**config.mk**
```make
export PLATFORM = sky130hd
export DESIGN_NAME = riscv_multicycle_ctrl
export DESIGN_NICKNAME = d
export VERILOG_FILES = /design/src/rtl/riscv_multicycle_ctrl.sv
export SDC_FILE = /design/constraint.sdc
export NUM_CORES = 1
export LEC_CHECK = 0
export ABC_CLOCK_PERIOD_IN_PS = 5200
export BUFFER_PORTS_ARGS = -buffer_cell sky130_fd_sc_hd__buf_2
export CAP_MARGIN = 5
export CORE_MARGIN = 1.5
export CORE_UTILIZATION = 45
export DETAILED_ROUTE_END_ITERATION = 6
export HOLD_SLACK_MARGIN = 0.05
export PLACE_DENSITY = 0.79
export SYNTH_ARGS = -nofsm -noshare
export SYNTH_HDL_FRONTEND = slang
export SYNTH_SLANG_ARGS = --single-unit
```
**constraint.sdc**
```tcl
create_clock -name clk -period 5.2 [get_ports clk]
set_clock_uncertainty 0.05 [all_clocks]
set_input_delay 0.26 -clock clk [delete_from_list [all_inputs] [get_ports clk]]
set_output_delay 0.26 -clock clk [all_outputs]
set_load 0.05 [all_outputs]
```
**src/rtl/riscv_multicycle_ctrl.sv**
```systemverilog
// Multicycle RV32I control: Moore main FSM, ALU decoder and immediate-type decoder.
// Outputs decode from the state register in the same cycle; FETCH/MEMREAD/MEMWRITE stall on mem_ready when WAIT_MEM=1.
module riscv_multicycle_ctrl #(
    parameter int ALUCTRL_W      = 4,
    parameter bit SUPPORT_SHIFTS = 1'b1,
    parameter bit WAIT_MEM       = 1'b1
) (
    input  logic                 clk,
    input  logic                 rst_n,
    input  logic [6:0]           op,
    input  logic [2:0]           funct3,
    input  logic                 funct7b5,
    input  logic                 zero,
    input  logic                 mem_ready,
    output logic                 pc_write,
    output logic                 adr_src,
    output logic                 mem_write,
    output logic                 ir_write,
    output logic                 reg_write,
    output logic [1:0]           result_src,
    output logic [1:0]           alu_src_a,
    output logic [1:0]           alu_src_b,
    output logic [1:0]           imm_src,
    output logic [ALUCTRL_W-1:0] alu_control,
    output logic                 illegal,
    output logic [3:0]           state_o
);

    typedef enum logic [3:0] {
        S_FETCH    = 4'd0,
        S_DECODE   = 4'd1,
        S_MEMADR   = 4'd2,
        S_MEMREAD  = 4'd3,
        S_MEMWB    = 4'd4,
        S_MEMWRITE = 4'd5,
        S_EXECR    = 4'd6,
        S_EXECI    = 4'd7,
        S_ALUWB    = 4'd8,
        S_BRANCH   = 4'd9,
        S_JAL      = 4'd10,
        S_TRAP     = 4'd11
    } state_t;

    typedef enum logic [1:0] {
        ALUOP_ADD   = 2'd0,
        ALUOP_SUB   = 2'd1,
        ALUOP_FUNCT = 2'd2
    } aluop_t;

    localparam logic [6:0] OP_LOAD  = 7'b0000011;
    localparam logic [6:0] OP_STORE = 7'b0100011;
    localparam logic [6:0] OP_R     = 7'b0110011;
    localparam logic [6:0] OP_I     = 7'b0010011;
    localparam logic [6:0] OP_BR    = 7'b1100011;
    localparam logic [6:0] OP_JAL   = 7'b1101111;

    state_t state_q, state_d;
    logic   illegal_q, illegal_d;
    logic   mem_go;
    logic   shift_op;
    aluop_t alu_op;
    logic [3:0] alu_code;
    logic   pc_write_raw, ir_write_raw, reg_write_raw, mem_write_raw;

    assign mem_go   = mem_ready | !WAIT_MEM;
    assign shift_op = (funct3[1:0] == 2'b01);

    always_comb begin
        state_d = state_q;
        unique case (state_q)
            S_FETCH:    if (mem_go) state_d = S_DECODE;
            S_DECODE: begin
                case (op)
                    OP_LOAD, OP_STORE: state_d = S_MEMADR;
                    OP_R:   state_d = (!SUPPORT_SHIFTS && shift_op) ? S_TRAP : S_EXECR;
                    OP_I:   state_d = (!SUPPORT_SHIFTS && shift_op) ? S_TRAP : S_EXECI;
                    OP_BR:  state_d = (funct3[2:1] == 2'b00) ? S_BRANCH : S_TRAP;
                    OP_JAL: state_d = S_JAL;
                    default: state_d = S_TRAP;
                endcase
            end
            S_MEMADR:   state_d = (op == OP_LOAD) ? S_MEMREAD : S_MEMWRITE;
            S_MEMREAD:  if (mem_go) state_d = S_MEMWB;
            S_MEMWRITE: if (mem_go) state_d = S_FETCH;
            S_EXECR, S_EXECI: state_d = S_ALUWB;
            S_MEMWB, S_ALUWB, S_BRANCH, S_JAL: state_d = S_FETCH;
            S_TRAP:     state_d = S_TRAP;
            default:    state_d = S_TRAP;
        endcase
        illegal_d = illegal_q | (state_d == S_TRAP);
    end

    always_ff @(posedge clk or negedge rst_n) begin
        if (!rst_n) begin
            state_q   <= S_FETCH;
            illegal_q <= 1'b0;
        end else begin
            state_q   <= state_d;
            illegal_q <= illegal_d;
        end
    end

    always_comb begin
        pc_write_raw  = 1'b0;
        ir_write_raw  = 1'b0;
        reg_write_raw = 1'b0;
        mem_write_raw = 1'b0;
        adr_src       = 1'b0;
        result_src    = 2'b00;
        alu_src_a     = 2'b00;
        alu_src_b     = 2'b00;
        alu_op        = ALUOP_ADD;
        unique case (state_q)
            S_FETCH: begin
                alu_src_b    = 2'b10;
                result_src   = 2'b10;
                pc_write_raw = mem_go;
                ir_write_raw = mem_go;
            end
            S_DECODE: begin
                alu_src_a = 2'b01;
                alu_src_b = 2'b01;
            end
            S_MEMADR: begin
                alu_src_a = 2'b10;
                alu_src_b = 2'b01;
            end
            S_MEMREAD:  adr_src = 1'b1;
            S_MEMWB: begin
                result_src    = 2'b01;
                reg_write_raw = 1'b1;
            end
            S_MEMWRITE: begin
                adr_src       = 1'b1;
                mem_write_raw = 1'b1;
            end
            S_EXECR: begin
                alu_src_a = 2'b10;
                alu_op    = ALUOP_FUNCT;
            end
            S_EXECI: begin
                alu_src_a = 2'b10;
                alu_src_b = 2'b01;
                alu_op    = ALUOP_FUNCT;
            end
            S_ALUWB:    reg_write_raw = 1'b1;
            S_BRANCH: begin
                alu_src_a    = 2'b10;
                alu_op       = ALUOP_SUB;
                pc_write_raw = zero ^ funct3[0];
            end
            S_JAL: begin
                alu_src_a    = 2'b01;
                alu_src_b    = 2'b10;
                pc_write_raw = 1'b1;
            end
            default: ;
        endcase
    end

    // Enables are masked combinationally so nothing is written while reset is held.
    assign pc_write  = pc_write_raw  & rst_n;
    assign ir_write  = ir_write_raw  & rst_n;
    assign reg_write = reg_write_raw & rst_n;
    assign mem_write = mem_write_raw & rst_n;
    assign illegal   = illegal_q;
    assign state_o   = state_q;

    always_comb begin
        alu_code = 4'b0000;
        unique case (alu_op)
            ALUOP_SUB: alu_code = 4'b0001;
            ALUOP_FUNCT: begin
                case (funct3)
                    3'b000: alu_code = (funct7b5 & op[5]) ? 4'b0001 : 4'b0000;
                    3'b001: alu_code = SUPPORT_SHIFTS ? 4'b0111 : 4'b0000;
                    3'b010: alu_code = 4'b0101;
                    3'b011: alu_code = 4'b0110;
                    3'b100: alu_code = 4'b0100;
                    3'b101: alu_code = !SUPPORT_SHIFTS ? 4'b0000 :
                                       (funct7b5 ? 4'b1001 : 4'b1000);
                    3'b110: alu_code = 4'b0011;
                    default: alu_code = 4'b0010;
                endcase
            end
            default: alu_code = 4'b0000;
        endcase
        alu_control      = '0;
        alu_control[3:0] = alu_code;
    end

    always_comb begin
        case (op)
            OP_STORE: imm_src = 2'b01;
            OP_BR:    imm_src = 2'b10;
            OP_JAL:   imm_src = 2'b11;
            default:  imm_src = 2'b00;
        endcase
    end

endmodule

```
==> results by group, run 1 <==
Run status
  • Status: finished clean

Worst setup path
  • CP bufs+invs: 2
  • WP data required: ~4900 ps
  • CP max stage delay: approximately 600 ps
  • Max FO, Critical Path: 22
  • Crit-path cells: nand2b_1 -> or2_2 -> inv_1 -> ha_1 -> nand2b_1 -> nor3_1 -> buf_2
  • CP startpoint kind: flip-flop
  • Worst path depth: 7
  • Highest-delay cell along the critical path: dfrtp_1
  • Critical Path End Type: output pin
  • WP data arrival: 2440 ps
  • CP delay by family, top: simple AND/OR/NAND/NOR gates
  • Reg2reg path depth: 5
  • CP most frequent cell: nand2b_1
  • CP Class: reg -> out

Floorplanning
  • Initial Utilization: 48.1%
  • # rows: 14
  • DIE AREA: 1880 sq um
  • Die Wd: 43.4 microns
  • Die Ht: 43.4 microns
  • Core ar.: 1520 sq um
  • Top-Level Pins: 37

Global routing
  • First-pass GRT wire length: ~3100 microns
  • Largest net degree at the start of global routing: 23
  • GRT Max-Usage Layer: met2
  • Met2 usage in global routing: 34.9%
  • GR Layer Usage met3: 0%
  • Grt met1 use: 29.5%
  • Initial antenna violation count: 0
  • Vias in the first global route: 753
  • Gr ovfl total: 0
  • Total GRT Usage: between 20% and 30%

Power and ir drop
  • Pwr Density: 639 nW/um^2
  • Max VDD drop: about 0.00045 V
  • Sw frac: 64.9%
  • Int Pwr: 0.210 mW
  • Switching Power: 0.389 mW
  • Clock power frac: 7.2%
  • Power Total: 0.599 mW
  • Gate power share: between 70% and 80%
  • Sequential power share: 21.0%
  • Lkg Pwr: 0.463 nW

Yosys
  • Mapped Area: between 700 and 800 sq um
  • Yosys top cell area share: 17.1%
  • Top post-synthesis cells by area: dfrtp_1, nor2_1, nand2_1, nand2b_1, a21oi_1
  • Top FF cell, synth: dfrtp_1
  • Net Count, Synth: 129
  • Yosys cell types: 36
  • Syn_area_per_cell: 6.55 sq um
  • Synth cell count leaders: nor2_1, nand2_1
  • Top-count cell post-synth: nor2_1
  • Post-Syn Instances: 112
  • Synth async-reset ratio: 100%
  • Area leader, netlist: dfrtp_1
  • Synth warnings: 0
  • Seq/Total Area, Yosys: 17.1%
  • Flops & latches, synth: 5
  • Post-synth EDFFs: 0

Clocking
  • CTS H-tree lvls: 1
  • Clk sinks: 5
  • Clock Path Buffers: 2
  • Post-cts gate resize count: 0
  • Clock latency on the worst-skew pair: 240 ps
  • Clock Pin Slew Worst Setup and Hold Paths: 40 ps
  • Num CTS Buffers: 3
  • Clk root buf: clkbuf_4
  • TritonCTS clock tree: done

Hold path
  • Worst hold path type: in -> async

Finish
  • Post-route cell area: between 900 and 1000 sq um
  • Antenna cells: 0
  • Final net count: 163
  • Multi-input gate area: 558 sq um
  • Area Growth Syn to Fin: 28.0%
  • Filler cells: roughly 140
  • Final Instance Count excl. Fillers: roughly 160
  • Share of cells above drive strength 1: 30.3%
  • FF+latch area: between 100 and 150 sq um
  • Final core occ: 61.6%

Job
  • Max-cap violations: 0

Route
  • Drt total wl: 1840 microns
  • Per-cell routed wire length: about 11 microns
  • Vias per inst: 5.58
  • Starting DRT DRC Count: 21
  • Drt first pass iters: 4
  • Via count: 899
  • Post-route DRC violation count: 0
  • DRT antenna net count: 0

Placement
  • Place WS: 2680 ps
  • GPL Wtd Cong: a little over 0.8
  • DP HPWL: roughly 1400 microns
  • Placed Cells: 156
  • Post-DP Area: 902 sq um
  • IO Port Bufs: 36

Timing
  • Max Freq: between 0.3 and 0.4 GHz
  • RSZ-0062 raised after global routing: false
  • Slew margin rel.: 58.5%
  • WHS: 334 ps
  • Worst Slack Setup Final: 2450 ps
  • Hold Fails Final Rpt: 0
  • Final min period: ~2700 ps
  • Tcrit/Tclk final: 52.8%
  • Sum Neg Setup Slack: 0 ps
  • Worst Max-Slew Pin Slew: slightly above 600 ps
  • Fin. max-slew vios: 0
  • # setup viols final: 0
## power groups by stage
stage | Sequential, mW | Combinational, mW | Clock (mW)
global route | 0.134 | 0.462 | 0.0468
floorplan | 0.127 | 0.342 | 0
CTS | 0.125 | 0.431 | 0.0464
detailed placement | 0.126 | 0.429 | 0
finish | 0.126 | 0.430 | 0.0434
global placement | 0.120 | 0.427 | 0
## logic make-up after synthesis
logic type | after synthesis | share of synthesized area (%)
DFF | 5 | 17.1
and+or+nand+nor | 63 | 45.1
xor gates and xnor gates | 3 | 3.58
adders and majority gates | 2 | 3.41
buffers and inverters | 13 | 6.83
AOI/OAI and AO/OA | 25 | 22.7
muxes | 1 | 1.37
## sequential cells by signal (all words and copies together) (netlist names)
| signal | flops |
|---|---|
| illegal | 1 |
| state_o | 4 |
## worst register-to-register path, delay by kind of cell, from the launching register on
kind | cells | cell delay (ps)
AOI/OAI and AO/OA | 2 | 350
and+or+nand+nor | 3 | 830
DFF | 1 | 600
## path summary, 6_finish.rpt
check / startpoint / slack (ps) / to
max: state_o[1]$_DFF_PN0_ / 2450 / alu_control[3]
min: rst_n / 330 / state_o[2]$_DFF_PN0_
max reg2reg: state_o[1]$_DFF_PN0_ / 3310 / illegal$_DFF_PN0_
min reg2reg: illegal$_DFF_PN0_ / 420 / illegal$_DFF_PN0_
max in group asynchronous: rst_n / 4610 / state_o[1]$_DFF_PN0_
min in group clk: mem_ready / 370 / state_o[2]$_DFF_PN0_
## layout make-up
| cell class | instances | area share (%) |
|---|---|---|
| Clock buffer | 4 | 2.80 |
| Multi-Input combinational cell | 94 | 59.5 |
| Tap cell | 16 | 2.13 |
| Timing Repair Buffer | 37 | 20.3 |
| Inverter | 5 | 2.00 |
| Sequential cell | 5 | 13.3 |
## cell usage in the layout (no fill, tap or decap), types with 2 or more instances in the layout
| cell type | instances |
|---|---|
| a21oi_1 | 7 |
| and3_1 | 2 |
| buf_2 | 36 |
| clkbuf_4 | 3 |
| dfrtp_1 | 5 |
| ha_1 | 2 |
| inv_1 | 5 |
| nand2_1 | 10 |
| nand2b_1 | 6 |
| nand3_1 | 4 |
| nand3b_1 | 3 |
| nand4_1 | 2 |
| nor2_1 | 15 |
| nor2b_1 | 5 |
| nor3_1 | 7 |
| nor4_1 | 2 |
| o21ai_0 | 7 |
| or2_2 | 2 |
| or3_1 | 2 |
| xnor2_1 | 2 |
## metal layers
layer  wire (microns)  part of all wire [%]
met3               79                   4.3
met4                0                     0
met1              874                    48
met5                0                     0
met2              886                    48
## timing repair
item	CTS	global route
endpoints found under the hold margin	5	0
setup buffers	0	0
hold buffers	1	0
Note: power is estimated with default switching activity, not from simulation.
==> run 2: changes to the inputs <==
Settings changed: ABC_CLOCK_PERIOD_IN_PS 5200 to 2320, CORE_UTILIZATION 45 to 40, PLACE_DENSITY 0.79 to 0.74.
Clock period 5.2 ns to 2.32 ns, I/O delays scaled along.
==> run 2 against run 1 <==
Net effect: clock power up 140%; sequential power up 23%; die area up 12%; clock-buffer cell count unchanged; critical path type unchanged; global-route usage up 0.83 points; largest cell class unchanged.
==> results by group, run 2 (synthesis gave the netlist of run 1 again) <==
Run status
  • Status: finished clean (unchanged)

Finish
  • Final Instance Count excl. Fillers: 174 (was 161)
  • Antenna cells: 0 (unchanged)
  • Max reg flops: 4 (unchanged)
  • Final net count: 167 (was 163)
  • Filler cells: 164 (was 144)
  • Commonest non-fill, non-tap cell in the layout: buf_2 (unchanged)
  • Final core occ: 60.3% (was 61.6%)
  • Area Growth Syn to Fin: 42.0% (was 28.0%)
  • Share of cells above drive strength 1: 40.3% (was 30.3%)
  • Most frequent cells in the layout: buf_2, nor2_1, nand2_1 (unchanged)

Global routing
  • Total GRT Usage: 21.8% (was 20.9%)
  • First-pass GRT wire length: 3390 microns (was 3140 microns)
  • Gr ovfl total: 0 (unchanged)
  • Initial antenna violation count: 0 (unchanged)
  • Vias in the first global route: 795 (was 753)
  • Largest net degree at the start of global routing: 22 (was 23)

Route
  • Met1 Routed Length: 911 microns (was 874 microns)
  • Per-cell routed wire length: 11.7 microns (was 11.4 microns)
  • Met3 WL: 105 microns (was 79 microns)
  • Starting DRT DRC Count: 21 (unchanged)
  • Routed wl met2: 1010 microns (was 886 microns)
  • Drt total wl: 2040 microns (was 1840 microns)
  • Top Metal Used: met4 (was met3)
  • Post-route DRC violation count: 0 (unchanged)
  • Vias per inst: 5.44 (was 5.58)
  • Drt first pass iters: 4 (unchanged)
  • Via count: 947 (was 899)
  • DRT antenna net count: 0 (unchanged)

Worst setup path
  • Crit-path cells: nand2b_1 -> or2_2 -> inv_1 -> ha_1 -> nand2b_4 -> nor3_4 -> buf_6 (was nand2b_1 -> or2_2 -> inv_1 -> ha_1 -> nand2b_1 -> nor3_1 -> buf_2)
  • Highest-delay cell along the critical path: dfrtp_2 (was dfrtp_1)
  • CP max stage delay: 390 ps (was 600 ps)
  • Max FO, Critical Path: 5 (was 22)
  • CP bufs+invs: 2 (unchanged)
  • CP startpoint kind: flip-flop (unchanged)
  • WP data arrival: 1980 ps (was 2440 ps)
  • WP data required: 2150 ps (was 4890 ps)
  • CP delay by family, top: simple AND/OR/NAND/NOR gates (unchanged)
  • CP Class: reg -> out (unchanged)
  • Critical Path End Type: output pin (unchanged)

Clocking
  • Clk sinks: 5 (unchanged)
  • Clock Pin Slew Worst Setup and Hold Paths: 50 ps (was 40 ps)
  • Clock Path Buffers: 2 (unchanged)
  • TritonCTS clock tree: done (unchanged)
  • # Post-CTS Setup Buffers: 0 (unchanged)
  • Num CTS Buffers: 3 (unchanged)
  • CTS H-tree lvls: 1 (unchanged)
  • Clock latency on the worst-skew pair: 240 ps (about the same)
  • Clk root buf: clkbuf_4 (unchanged)

Timing
  • Max Freq: around 0.47 GHz
  • Slew margin rel.: 75.8% (was 58.5%)
  • Fin. max-slew vios: 0 (unchanged)
  • Tcrit/Tclk final: between 90 and 100%
  • Final min period: 2150 ps
  • Worst Max-Slew Pin Slew: 361 ps (was 623 ps)
  • Worst Slack Setup Final: 175 ps (was 2450 ps)
  • WHS: 180 ps (was 334 ps)
  • RSZ-0062 raised after global routing: false (unchanged)
  • Hold Fails Final Rpt: 0 (unchanged)
  • # setup viols final: 0 (unchanged)

Placement
  • Placed Cells: 169 (was 156)
  • GPL Wtd Cong: 0.822 (was 0.831)
  • DP HPWL: 1530 microns (was 1420 microns)
  • Place WS: 281 ps (was 2680 ps)
  • IO Port Bufs: 36 (unchanged)

Floorplanning
  • DIE AREA: 2100 sq um (was 1880 sq um)
  • # rows: 15 (was 14)
  • Die Wd: 45.8 microns (was 43.4 microns)
  • Top-Level Pins: 37 (unchanged)
  • Core ar.: 1730 sq um (was 1520 sq um)
  • Initial Utilization: 42.5% (was 48.1%)
  • Die Ht: 45.8 microns (was 43.4 microns)

Hold path
  • Worst hold path type: in -> async (unchanged)

Power and ir drop
  • Power Total: 1.45 mW (was 0.599 mW)
  • Max VDD drop: 0.000898 V (was 0.000455 V)
  • Pwr Density: 1390 nW/um^2 (was 639 nW/um^2)
  • Lkg Pwr: 0.501 nW (was 0.463 nW)

Job
  • Max-cap violations: 0 (unchanged)
[run 2: cell types whose count changed in the layout (fill, tap and decap cells not counted), moves of 2 or more]
cell | before | now
nor4_1 | 2 | 0
dfrtp_1 | 5 | 1
buf_4 | 0 | 4
dfrtp_2 | 0 | 4
nor3_1 | 7 | 5
nor4_2 | 0 | 2
[run 2: worst paths after layout]
| path | start | endpoint | slack, ps | cells past startpoint |
|---|---|---|---|---|
| max | state_o[1]$_DFF_PN0_ | alu_control[3] | 170 | 7 |
| min | rst_n | illegal$_DFF_PN0_ | 180 | 2 |
| max reg2reg | state_o[3]$_DFF_PN0_ | illegal$_DFF_PN0_ | 730 | 5 |
| min reg2reg | illegal$_DFF_PN0_ | illegal$_DFF_PN0_ | 420 | 1 |
| max in group asynchronous | rst_n | state_o[1]$_DFF_PN0_ | 1870 | 2 |
| min in group clk | mem_ready | state_o[2]$_DFF_PN0_ | 190 | 4 |
[run 2: stage by stage]
stage	TNS, ps	instance area (sq um)
final	0	1040
after global routing	0	1040
after CTS	0	1030
after detailed placement	0	991
after global placement	0	991
after floorplan	-118	783
[run 2: where the power goes]
group / switching [mW] / total (mW) / internal [mW]
Combinational: 0.855 / 1.19 / 0.336
Clock: 0.0392 / 0.104 / 0.0653
Sequential: 0.0225 / 0.155 / 0.133
Total: 0.916 / 1.45 / 0.534
[run 2: cell type report]
type / count / area [sq um] / area share, %
repair buffers: 41 / 226 / 21.8
well taps: 25 / 31.3 / 3.00
inverters: 5 / 18.8 / 1.80
multi-input cells: 94 / 608 / 58.4
clock buffers: 4 / 26.3 / 2.52
flip-flops and latches: 5 / 130 / 12.5
[run 2: per-layer routing]
layer	vias up	track usage, %
li1	476	-
met1	434	28.9
met2	35	36.9
met3	2	3.57
met4	0	4.57
met5	-	0
[run 2: repair_timing]
action | in CTS | in global routing
endpoints found under the hold margin | 5 | 0
setup endpoints to repair | 0 | 2
resized for setup | 0 | 4
hold buffers | 1 | 0
